===== config.mk =====
export PLATFORM = sky130hd
export DESIGN_NAME = sbqm_queue_ctrl
export DESIGN_NICKNAME = d
export VERILOG_FILES = /design/src/rtl/sbqm_queue_ctrl.sv
export SDC_FILE = /design/constraint.sdc
export NUM_CORES = 1
export LEC_CHECK = 0
export CORE_AREA = 2 2 68 70
export DETAILED_ROUTE_END_ITERATION = 16
export DIE_AREA = 0 0 70 72
export PLACE_DENSITY = 0.74
export SLEW_MARGIN = 20
export SYNTH_ARGS = -nofsm -noshare
export SYNTH_HDL_FRONTEND = slang
export SYNTH_SLANG_ARGS = --single-unit

===== constraint.sdc =====
create_clock -name clk -period 2.7 [get_ports clk]
set_input_delay 0.27 -clock clk [delete_from_list [all_inputs] [get_ports clk]]
set_output_delay 0.27 -clock clk [all_outputs]
set_load 0.01 [all_outputs]

===== src/rtl/sbqm_queue_ctrl.sv =====
// Single-bank queue manager: synchronises the photo sensors, tracks the queue length with
// saturating counts and sticky error flags, and computes the estimated wait with a restoring divider.
module sbqm_queue_ctrl #(
  parameter int N   = 3,
  parameter int TW  = 2,
  parameter int SVC = 3,
  parameter int WW  = N + 2
) (
  input  logic          clk,
  input  logic          reset,
  input  logic          backphoto,
  input  logic          forwardphoto,
  input  logic [TW-1:0] Tcount,
  input  logic          err_clr,
  output logic [N-1:0]  Pcount,
  output logic [WW-1:0] Wtime,
  output logic          wtime_valid,
  output logic          full,
  output logic          empty,
  output logic          ovf,
  output logic          unf,
  output logic          terr
);

  localparam logic [N-1:0] PMAX = {N{1'b1}};
  localparam int           SW   = $clog2(WW + 1);

  typedef enum logic [1:0] {IDLE = 2'd0, CALC = 2'd1, DONE = 2'd2} state_t;

  logic [2:0]    bk_pipe_r, fw_pipe_r;
  logic          bk_s, fw_s;
  logic [N-1:0]  pcount_r, pcount_nxt_s, pseen_r;
  logic          full_r, empty_r, ovf_r, unf_r;
  logic          ovf_set_s, unf_set_s, cnt_chg_s;
  logic [TW-1:0] tcount_r, tseen_r;
  logic          trigger_s;

  state_t        state_r, state_nxt_s;
  logic          valid_r, valid_nxt_s;
  logic [WW-1:0] wtime_r, wtime_nxt_s;
  logic [WW-1:0] quo_r, quo_nxt_s, quo_step_s, num_s;
  logic [TW-1:0] rem_r, rem_nxt_s, rem_step_s;
  logic [TW-1:0] den_r, den_nxt_s;
  logic [SW-1:0] step_r, step_nxt_s;
  logic [TW:0]   rem_sh_s;
  logic          ge_s;

  // Sensor synchroniser + history; ones at reset so a sensor held high is not an event.
  always_ff @(posedge clk or negedge reset) begin
    if (!reset) begin
      bk_pipe_r <= 3'b111;
      fw_pipe_r <= 3'b111;
    end else begin
      bk_pipe_r <= {bk_pipe_r[1:0], backphoto};
      fw_pipe_r <= {fw_pipe_r[1:0], forwardphoto};
    end
  end

  assign bk_s = bk_pipe_r[1] & ~bk_pipe_r[2];
  assign fw_s = fw_pipe_r[1] & ~fw_pipe_r[2];

  // Next queue length with saturation and error-flag requests.
  always_comb begin
    pcount_nxt_s = pcount_r;
    ovf_set_s    = 1'b0;
    unf_set_s    = 1'b0;
    case ({bk_s, fw_s})
      2'b10: begin
        if (full_r) ovf_set_s = 1'b1;
        else        pcount_nxt_s = pcount_r + {{(N-1){1'b0}}, 1'b1};
      end
      2'b01: begin
        if (empty_r) unf_set_s = 1'b1;
        else         pcount_nxt_s = pcount_r - {{(N-1){1'b0}}, 1'b1};
      end
      default: pcount_nxt_s = pcount_r;
    endcase
  end

  assign cnt_chg_s = (pcount_nxt_s != pcount_r);

  // Queue length, decoded status and sticky flags; a same-cycle set beats err_clr.
  always_ff @(posedge clk or negedge reset) begin
    if (!reset) begin
      pcount_r <= {N{1'b0}};
      full_r   <= 1'b0;
      empty_r  <= 1'b1;
      ovf_r    <= 1'b0;
      unf_r    <= 1'b0;
    end else begin
      pcount_r <= pcount_nxt_s;
      full_r   <= (pcount_nxt_s == PMAX);
      empty_r  <= (pcount_nxt_s == {N{1'b0}});
      ovf_r    <= ovf_set_s | (ovf_r & ~err_clr);
      unf_r    <= unf_set_s | (unf_r & ~err_clr);
    end
  end

  // Change detectors feeding the wait-time trigger.
  always_ff @(posedge clk or negedge reset) begin
    if (!reset) begin
      tcount_r <= {TW{1'b0}};
      tseen_r  <= {TW{1'b0}};
      pseen_r  <= {N{1'b0}};
    end else begin
      tcount_r <= Tcount;
      tseen_r  <= tcount_r;
      pseen_r  <= pcount_r;
    end
  end

  assign trigger_s = (pcount_r != pseen_r) || (tcount_r != tseen_r);
  assign num_s     = WW'(SVC) * (WW'(pcount_r) + WW'(tcount_r) - WW'(1));

  // One restoring-division step: shift in the next dividend bit, subtract when it fits.
  always_comb begin
    rem_sh_s   = {rem_r, quo_r[WW-1]};
    ge_s       = (rem_sh_s >= {1'b0, den_r});
    quo_step_s = {quo_r[WW-2:0], ge_s};
    if (ge_s) rem_step_s = TW'(rem_sh_s - {1'b0, den_r});
    else      rem_step_s = rem_sh_s[TW-1:0];
  end

  // Wait-time FSM: any trigger (re)starts the computation, overriding the current state.
  always_comb begin
    state_nxt_s = state_r;
    valid_nxt_s = valid_r;
    wtime_nxt_s = wtime_r;
    quo_nxt_s   = quo_r;
    rem_nxt_s   = rem_r;
    den_nxt_s   = den_r;
    step_nxt_s  = step_r;
    if (trigger_s) begin
      valid_nxt_s = 1'b0;
      if ((pcount_r == {N{1'b0}}) || (tcount_r == {TW{1'b0}})) begin
        wtime_nxt_s = {WW{1'b0}};
        state_nxt_s = DONE;
      end else begin
        quo_nxt_s   = num_s;
        rem_nxt_s   = {TW{1'b0}};
        den_nxt_s   = tcount_r;
        step_nxt_s  = {SW{1'b0}};
        state_nxt_s = CALC;
      end
    end else begin
      case (state_r)
        CALC: begin
          quo_nxt_s  = quo_step_s;
          rem_nxt_s  = rem_step_s;
          step_nxt_s = step_r + SW'(1);
          if (step_r == SW'(WW - 1)) begin
            wtime_nxt_s = quo_step_s;
            state_nxt_s = DONE;
          end else begin
            state_nxt_s = CALC;
          end
        end
        DONE: begin
          valid_nxt_s = 1'b1;
          state_nxt_s = IDLE;
        end
        IDLE:    state_nxt_s = IDLE;
        default: state_nxt_s = IDLE;
      endcase
    end
    // A count change invalidates Wtime in the very cycle Pcount moves.
    if (cnt_chg_s) valid_nxt_s = 1'b0;
    else           valid_nxt_s = valid_nxt_s;
  end

  // FSM state and divider datapath registers.
  always_ff @(posedge clk or negedge reset) begin
    if (!reset) begin
      state_r <= IDLE;
      valid_r <= 1'b1;
      wtime_r <= {WW{1'b0}};
      quo_r   <= {WW{1'b0}};
      rem_r   <= {TW{1'b0}};
      den_r   <= {TW{1'b0}};
      step_r  <= {SW{1'b0}};
    end else begin
      state_r <= state_nxt_s;
      valid_r <= valid_nxt_s;
      wtime_r <= wtime_nxt_s;
      quo_r   <= quo_nxt_s;
      rem_r   <= rem_nxt_s;
      den_r   <= den_nxt_s;
      step_r  <= step_nxt_s;
    end
  end

  assign Pcount      = pcount_r;
  assign Wtime       = wtime_r;
  assign wtime_valid = valid_r;
  assign full        = full_r;
  assign empty       = empty_r;
  assign ovf         = ovf_r;
  assign unf         = unf_r;
  assign terr        = (Tcount == {TW{1'b0}});

endmodule


# After elaboration in Yosys (flattened, before gate mapping)
# Cells that the tools add are included.
[word_totals]
ff_bits = 40
latch_bits = 0
ram_bits = 0
romBits = 0
in_bits = 7
output_inout_bits = 14
elab_cells = 86
memories = 0
[op_classes]
addsub = 6
multipliers = 1
div = 0
magnitude_cmp = 1
eq_ne = 11
shifts = 0
mux = 28
bitwise = 10
reduce_logical = 12
[ops]
columns = ["op", "count"]
rows = [
  ["2-to-1 mux 5 bit", 7],
  ["2-to-1 mux 2 bit", 8],
  ["2-to-1 mux 3 bit", 5],
  ["2-to-1 mux 1 bit", 7],
  ["adder 3 x 1 -> 3 bit (second input constant)", 2],
  ["== test 3 bit (second input constant)", 2],
  ["zero test 3 bit", 2],
  ["inequality test 3 bit", 2],
  ["one-hot mux 3 bit (2 select lines)", 1],
  ["multiplier 2 x 5 -> 5 bit (first input constant)", 1],
  ["subtractor 4 x 1 -> 5 bit (second input constant)", 1],
  ["adder 3 x 2 -> 4 bit", 1],
  ["AND 1 bit", 4],
  ["== test 2 x 1 -> 1 bit (second input constant)", 2],
  ["== test 2 bit (second input constant)", 2],
  ["zero test 2 bit", 2],
  ["NOT 1 bit", 4],
  ["AND reduction 2 bit", 2],
  ["nonzero test 2 bit", 2],
  ["greater-or-equal comparator 3 x 2 -> 1 bit", 1],
  ["AND reduction 3 bit", 1],
  ["nonzero test 3 bit", 1],
  ["subtractor 3 x 1 -> 3 bit (second input constant)", 1],
  ["logical OR 1 bit", 2],
  ["5 further kinds", 6],
]

# Longest topological paths before layout
# Gate-level depths: netlist of run 1.
[depth]
ltp_word = 6
ltp_mapped = 12
mapped_depth_nobuf = 12

# Worst setup path before layout of run 1
# OpenSTA, ideal clock, no wires.
[synth_path]
path_kind = "register to register"
from = "register pcount_r[1], in the netlist Pcount[1]"
to = "register quo_r[3]"
setup_ps = 125
arrival_ps = 2615
required_time_ps = 2575
path_slack_ps = -40
stages_incl_launch_ff = 12
n_path_buf = 0
synth_period_minus_slack_ps = 2740
cell_sequence = "dfrtp_1 inv_1 ha_1 inv_1 ha_1 inv_1 fa_1 inv_1 fa_1 xnor2_1 a21oi_1 mux2_4"
[synth_via]
elab_chain_cells = 5
word_cells_on_any_way = 12
cone_classes = "add/sub: 2; mul: 1; eq/ne: 2; mux: 2; reduce/logical: 5"
[synth_lines]
columns = ["item", "line_no", "rtl"]
rows = [
  ["start, declared", "32", "logic [N-1:0] pcount_r, pcount_nxt_s, pseen_r;"],
  ["start signal, assigned", "85", "pcount_r <= {N{1'b0}};"],
  ["start signal, assigned", "91", "pcount_r <= pcount_nxt_s;"],
  ["adder 3 x 2 -> 4 bit", "113", "assign num_s = WW'(SVC) * (WW'(pcount_r) + WW'(tcount_r) - WW'(1));"],
  ["subtractor 4 x 1 -> 5 bit", "113", ""],
  ["multiplier 2 x 5 -> 5 bit", "113", ""],
  ["2-to-1 mux 5 bit", "135", "if ((pcount_r == {N{1'b0}}) || (tcount_r == {TW{1'b0}})) begin"],
  ["2-to-1 mux 5 bit", "133", "if (trigger_s) begin"],
  ["end signal, assigned", "177", "quo_r <= {WW{1'b0}};"],
  ["end signal, assigned", "185", "quo_r <= quo_nxt_s;"],
  ["end, declared", "41", "logic [WW-1:0] quo_r, quo_nxt_s, quo_step_s, num_s;"],
]
# Parallel ways exist; a longest one is shown, timed or not. The select of a mux whose other input is x is not followed.
# A chain may end at the register's enable or synchronous reset.

# Worst setup path in the final report of run 1
[layout_path]
from = "register pcount_r[1], in the netlist Pcount[1]"
to = "register quo_r[2]"
# Same word-level chain as after synthesis.

==> results of run 1 <==
## final timing paths
kind	startpoint	end	slack (ns)	cells past startpoint
max	Pcount[1]$_DFF_PN0_	quo_r[2]$_DFFE_PN0P_	0.12	10
min	reset	quo_r[2]$_DFFE_PN0P_	0.09	1
max reg2reg	Pcount[1]$_DFF_PN0_	quo_r[2]$_DFFE_PN0P_	0.12	10
min reg2reg	bk_pipe_r[0]$_DFF_PN1_	bk_pipe_r[1]$_DFF_PN1_	0.36	0
max in group asynchronous	reset	Pcount[1]$_DFF_PN0_	2.01	1
min in group clk	bk_pipe_r[0]$_DFF_PN1_	bk_pipe_r[1]$_DFF_PN1_	0.36	0
## synth_stat cells, types with 3 or more instances
master,number,share of area
dfrtp_1,32,0.37
inv_1,23,0.040
ha_1,16,0.093
nor2_1,10,0.017
a22o_1,8,0.033
dfstp_2,8,0.098
nand2_1,8,0.014
a21oi_1,7,0.016
nor2b_1,6,0.017
nor3_1,6,0.014
xnor2_1,6,0.024
mux2i_1,5,0.023
nand2b_1,5,0.015
o21ai_0,5,0.012
nand3b_1,4,0.014
a21o_1,3,0.010
fa_1,3,0.028
mux2_4,3,0.021
## flip-flops by register name (all words and copies together) (netlist names)
register / count
full: 1
bk_pipe_r: 3
wtime_valid: 1
tseen_r: 2
pseen_r: 3
empty: 1
quo_r: 5
unf: 1
Wtime: 5
ovf: 1
fw_pipe_r: 3
den_r: 2
tcount_r: 2
rem_r: 2
state_r: 2
step_r: 3
Pcount: 3
## power breakdown
group | switching (W) | internal (W) | total, W
registers | 0.0000857 | 0.000735 | 0.000821
logic | 0.000600 | 0.000573 | 0.00117
clock network | 0.000208 | 0.000181 | 0.000389
total | 0.000894 | 0.00149 | 0.00238
## logic make-up (layout without fill, tap and decap cells)
family,after synthesis,after routing,synth area share
XOR/XNOR,9,9,0.0436
buffers and inverters,24,60,0.0453
adder cells (fa/ha/maj),19,19,0.121
AO/OA/AOI/OAI,34,34,0.117
multiplexers,12,12,0.0651
flip-flops,40,40,0.469
AND/OR/NAND/NOR,49,49,0.138
## routing by layer
layer	up-vias	global-route usage	routed length (um)
met3	7	0.0444	129
met4	0	0.0598	50
li1	701	-	-
met2	26	0.275	1870
met5	-	0	0
met1	729	0.224	1820
## timing repair
item	in CTS	in global routing
endpoints found under the setup margin	0	3
hold buffers	0	0
gates resized for setup	0	9
buffers inserted	0	3
## metrics by stage
stage | total power, W | setup slack, ns | hold slack [ns]
2_1_floorplan | 0.00164 | 0.0183 | -0.0256
6_report | 0.00238 | 0.115 | 0.0926
5_1_grt | 0.00257 | 0.00643 | 0.171
4_1_cts | 0.00231 | 0.00206 | 0.120
3_3_place_gp | 0.00188 | 0.105 | 0.346
3_5_place_dp | 0.00191 | 0.0110 | 0.349
## area by class of cell
class,instances,area (sq um),area share
clock buffers,6,72.6,0.0280
clock inverters,2,12.5,0.00483
inverters,23,86.3,0.0333
multi-input cells,123,1080,0.415
flip-flops and latches,40,1010,0.391
well taps,52,65.1,0.0251
repair buffers,29,267,0.103
==> flow_summary.toml, run 1 <==
[sta]
worst_slew_pin_slew_ns = 0.872
slew_headroom = 0.419
timing.final.crit_share = 0.957
rsz0062_at_grt = "no"
clock.fmax_ghz = 0.387
hold_viol = 0
period_needed_ns = 2.58
fin_tns_setup_ns = 0
drv_slew = 0
fin_worst_skew_ns = 0.0103
finalSetupViolations = 0

[clock_network]
cts_buffer_depth = 2
htreeDepth = 2
worstSkewPairLatency_ns = 0.29
path_clk_slew_ns = 0.08
cts_num_sinks = 40
clockRootBuffer = "clkbuf_8"
cts_buffers = 5
tritoncts = "done"

[finish]
final_common_cell = "dfrtp_1"
area_growth_pct = 20.3
layout.cells.non_filler = 275
drive_above_1_share = 0.233
stdcell_area_sq_um = 2590
nets = 248
post-route-util = 0.608
fillCellCount = 354
final_cell_mix = "dfrtp_1, inv_1, clkdlybuf4s50_1"
diodes = 0

[placed_design]
gp_congestion = 0.825
placed_cell_area_sq_um = 2450
portBuffers = 20
dp_cells = 264
dp_hpwl_mm = 2.80

[worst_setup_path]
critPathBufInv = 4
path_max_fanout = 3
crit_slowest_cell = "fa_2"
cp_cell_sequence = "inv_2, ha_1, inv_1, ha_2, inv_2, fa_2, inv_1, fa_2, a21oi_1, mux2_4"
criticalPathCategory = "reg2reg"
worst_setup_path_end_kind = "register"
critPathLaunchType = "register"
crit_arrival_ns = 2.77
critical_path.top_delay_family = "adder cells"
required_ns = 2.89
cpPeakStageDelay_ns = 0.60

[logic_synthesis]
synth_seq_cells = 40
synthCells = 187
synth_nets = 213
synth_edf_count = 0
avgSynthCellArea_sq_um = 11.5
ys_seq_area_frac = 0.469
ys_types = 42
synthFlopType = "dfrtp_1"
yosysWarnings = 0
synthArstFlopShare = 1.00
netlist_area_sq_um = 2150

[die]
fp.dieH_um = 72
start_util = 0.505
rows = 24
dieArea_sq_um = 5040
ios = 21
coreArea_sq_um = 4260
dieWidth_um = 70

[routing]
drtAntennaViolNets = 0
wirelength_mm = 3.87
drc_errors = 0
num_vias = 1463
drtIter0Drc = 41
via_per_inst = 5.32
first_pass_iters = 4
routedWlPerCell_um = 14.1

[global_route]
grt_pass1_vias = 1457
track_usage = 0.170
grt_pass1_wl_mm = 6.63
gr-total-overflow = 0
grt_max_degree = 41
antenna_found_initial = 0

[min_path]
hold_class = "in2async"

[power_and_ir_drop]
ir_worst_vdd_mv = 0.394
power_density_nw_per_um2 = 919
p_leak_nw = 1.20

[run]
cap_violations = 0

[outcome]
status = "finished, final reports clean"
(Power assumes the default switching activity.)
==> run 2: changes to the inputs <==
--- a/config.mk
+++ b/config.mk
@@ -8,6 +8,7 @@
 export CORE_AREA = 2 2 68 70
 export DETAILED_ROUTE_END_ITERATION = 16
 export DIE_AREA = 0 0 70 72
+export GPL_TIMING_DRIVEN = 0
 export PLACE_DENSITY = 0.74
 export SLEW_MARGIN = 20
 export SYNTH_ARGS = -nofsm -noshare
==> run 2 against run 1 <==
Non-clock buffer count unchanged. Die area is the same. Global-route usage is 0.35 points higher.
==> flow_summary.toml, run 2 (synthesis results as in run 1) <==
[worst_setup_path]
required_ns = 2.88
crit_slowest_cell = "fa_1"
cpPeakStageDelay_ns = 0.53
crit_arrival_ns = 2.75
worst_setup_path_end_kind = "register"
path_max_fanout = 2
criticalPathCategory = "reg2reg"
critPathLaunchType = "register"
cp_cell_sequence = "inv_2, ha_1, inv_1, ha_2, inv_2, fa_1, inv_1, fa_2, xnor2_2, a21oi_1, mux2_4"

[finish]
area_growth_pct = 21.5
diodes = 0
nets = 248
final_common_cell = "dfrtp_1"
multi_input_area_sq_um = 1070
seq_area_sq_um = 1010
stdcell_area_sq_um = 2620
fillCellCount = 359
final_cell_mix = "dfrtp_1, inv_1, clkdlybuf4s50_1"
drive_above_1_share = 0.238

[power_and_ir_drop]
comb_power_share = 0.485
switching_power_w = 0.000890
clkPwrFrac = 0.170
ir_worst_vdd_mv = 0.327
p_leak_nw = 1.21
internal_power_w = 0.00151
sw_frac_of_total = 0.370
power_density_nw_per_um2 = 918
power_frac_seq = 0.344

[global_route]
antenna_found_initial = 0
grt_pass1_vias = 1516
gr-total-overflow = 0
grt_pass1_wl_mm = 6.82
grt_max_degree = 27
track_usage = 0.173

[sta]
timing.final.crit_share = 0.951
worst_slew_pin_slew_ns = 0.596
hold_viol = 0
finalSetupViolations = 0
drv_slew = 0
rsz0062_at_grt = "no"
period_needed_ns = 2.57
clock.fmax_ghz = 0.389
fin_tns_setup_ns = 0
fin_worst_skew_ns = 0.00587
slew_headroom = 0.599

[min_path]
hold_class = "reg2reg"

[placed_design]
placed_cell_area_sq_um = 2430
gp_congestion = 0.834
dp_hpwl_mm = 2.90
portBuffers = 20

[routing]
drc_errors = 0
via_per_inst = 5.28
wirelength_mm = 3.83
routedWlPerCell_um = 13.9
first_pass_iters = 4
drtIter0Drc = 49
num_vias = 1451
drtAntennaViolNets = 0

[clock_network]
worstSkewPairLatency_ns = 0.29
path_clk_slew_ns = 0.08
clockRootBuffer = "clkbuf_8"
cts_buffer_depth = 2
cts_num_sinks = 40
tritoncts = "done"
htreeDepth = 2
cts_buffers = 5

[die]
dieArea_sq_um = 5040
dieWidth_um = 70
ios = 21
coreArea_sq_um = 4260
rows = 24
fp.dieH_um = 72
start_util = 0.505

[outcome]
status = "finished, final reports clean"

[run]
cap_violations = 0
==> run 2: routing by layer <==
layer | part of all wire | track usage | wire (um) | vias up
li1 | - | - | - | 704
met5 | 0 | 0 | 0 | -
met4 | 0.016 | 0.0534 | 63 | 0
met1 | 0.43 | 0.216 | 1660 | 710
met2 | 0.51 | 0.305 | 1970 | 30
met3 | 0.035 | 0.0375 | 136 | 7
==> run 2: cell type report <==
type / count / share of cell area
repair buffers: 28 / 0.105
well taps: 52 / 0.0249
multi-input cells: 123 / 0.410
clock buffers: 6 / 0.0316
flip-flops and latches: 40 / 0.387
plain buffers: 1 / 0.00430
inverters: 23 / 0.0330
clock inverters: 2 / 0.00383
==> run 2: metrics by stage <==
step | util | hold slack (ns) | setup WS [ns] | power (W) | instances
after global routing | 0.614 | 0.366 | 0.0101 | 0.00260 | 275
after CTS | 0.605 | 0.361 | 0.0277 | 0.00236 | 274
after floorplan | - | -0.0256 | 0.0183 | 0.00164 | 187
after global placement | 0.567 | 0.346 | -0.112 | 0.00186 | 259
after detailed placement | 0.571 | 0.200 | -0.168 | 0.00190 | 260
final | 0.614 | 0.359 | 0.131 | 0.00240 | 275
==> run 2: worst paths after layout <==
check,start,endpoint,slack (ns),cells past startpoint
max reg2reg,Pcount[1]$_DFF_PN0_,quo_r[3]$_DFFE_PN0P_,0.13,11
max,Pcount[1]$_DFF_PN0_,quo_r[3]$_DFFE_PN0P_,0.13,11
max in group asynchronous,reset,wtime_valid$_DFFE_PN1P_,1.75,3
min,bk_pipe_r[0]$_DFF_PN1_,bk_pipe_r[1]$_DFF_PN1_,0.36,0
min in group asynchronous,reset,den_r[1]$_DFFE_PN0P_,0.43,2
min reg2reg,bk_pipe_r[0]$_DFF_PN1_,bk_pipe_r[1]$_DFF_PN1_,0.36,0
==> run 2: critical path, delay by kind of cell (launching register included) <==
kind                       cells  cell delay [ns]
AOI/OAI and AO/OA              1             0.08
adders and majority gates      4             1.33
buffers and inverters          4             0.25
xor gates and xnor gates       1             0.13
DFF                            1             0.41
muxes                          1             0.27
==> run 2: repair_timing <==
action,4_1_cts,5_1_grt
hold buffers,1,0
hold endpoints to repair,13,0
pin swaps,2,6
setup buffers,5,1
resized for setup,4,6
setup endpoints to repair,2,3
==> run 2: power by group through the flow <==
stage	logic [W]	registers, W	clock network, W
2_1_floorplan	0.000806	0.000834	0
3_3_place_gp	0.00101	0.000845	0
3_5_place_dp	0.00105	0.000851	0
4_1_cts	0.00111	0.000828	0.000416
5_1_grt	0.00131	0.000847	0.000441
6_report	0.00117	0.000827	0.000409
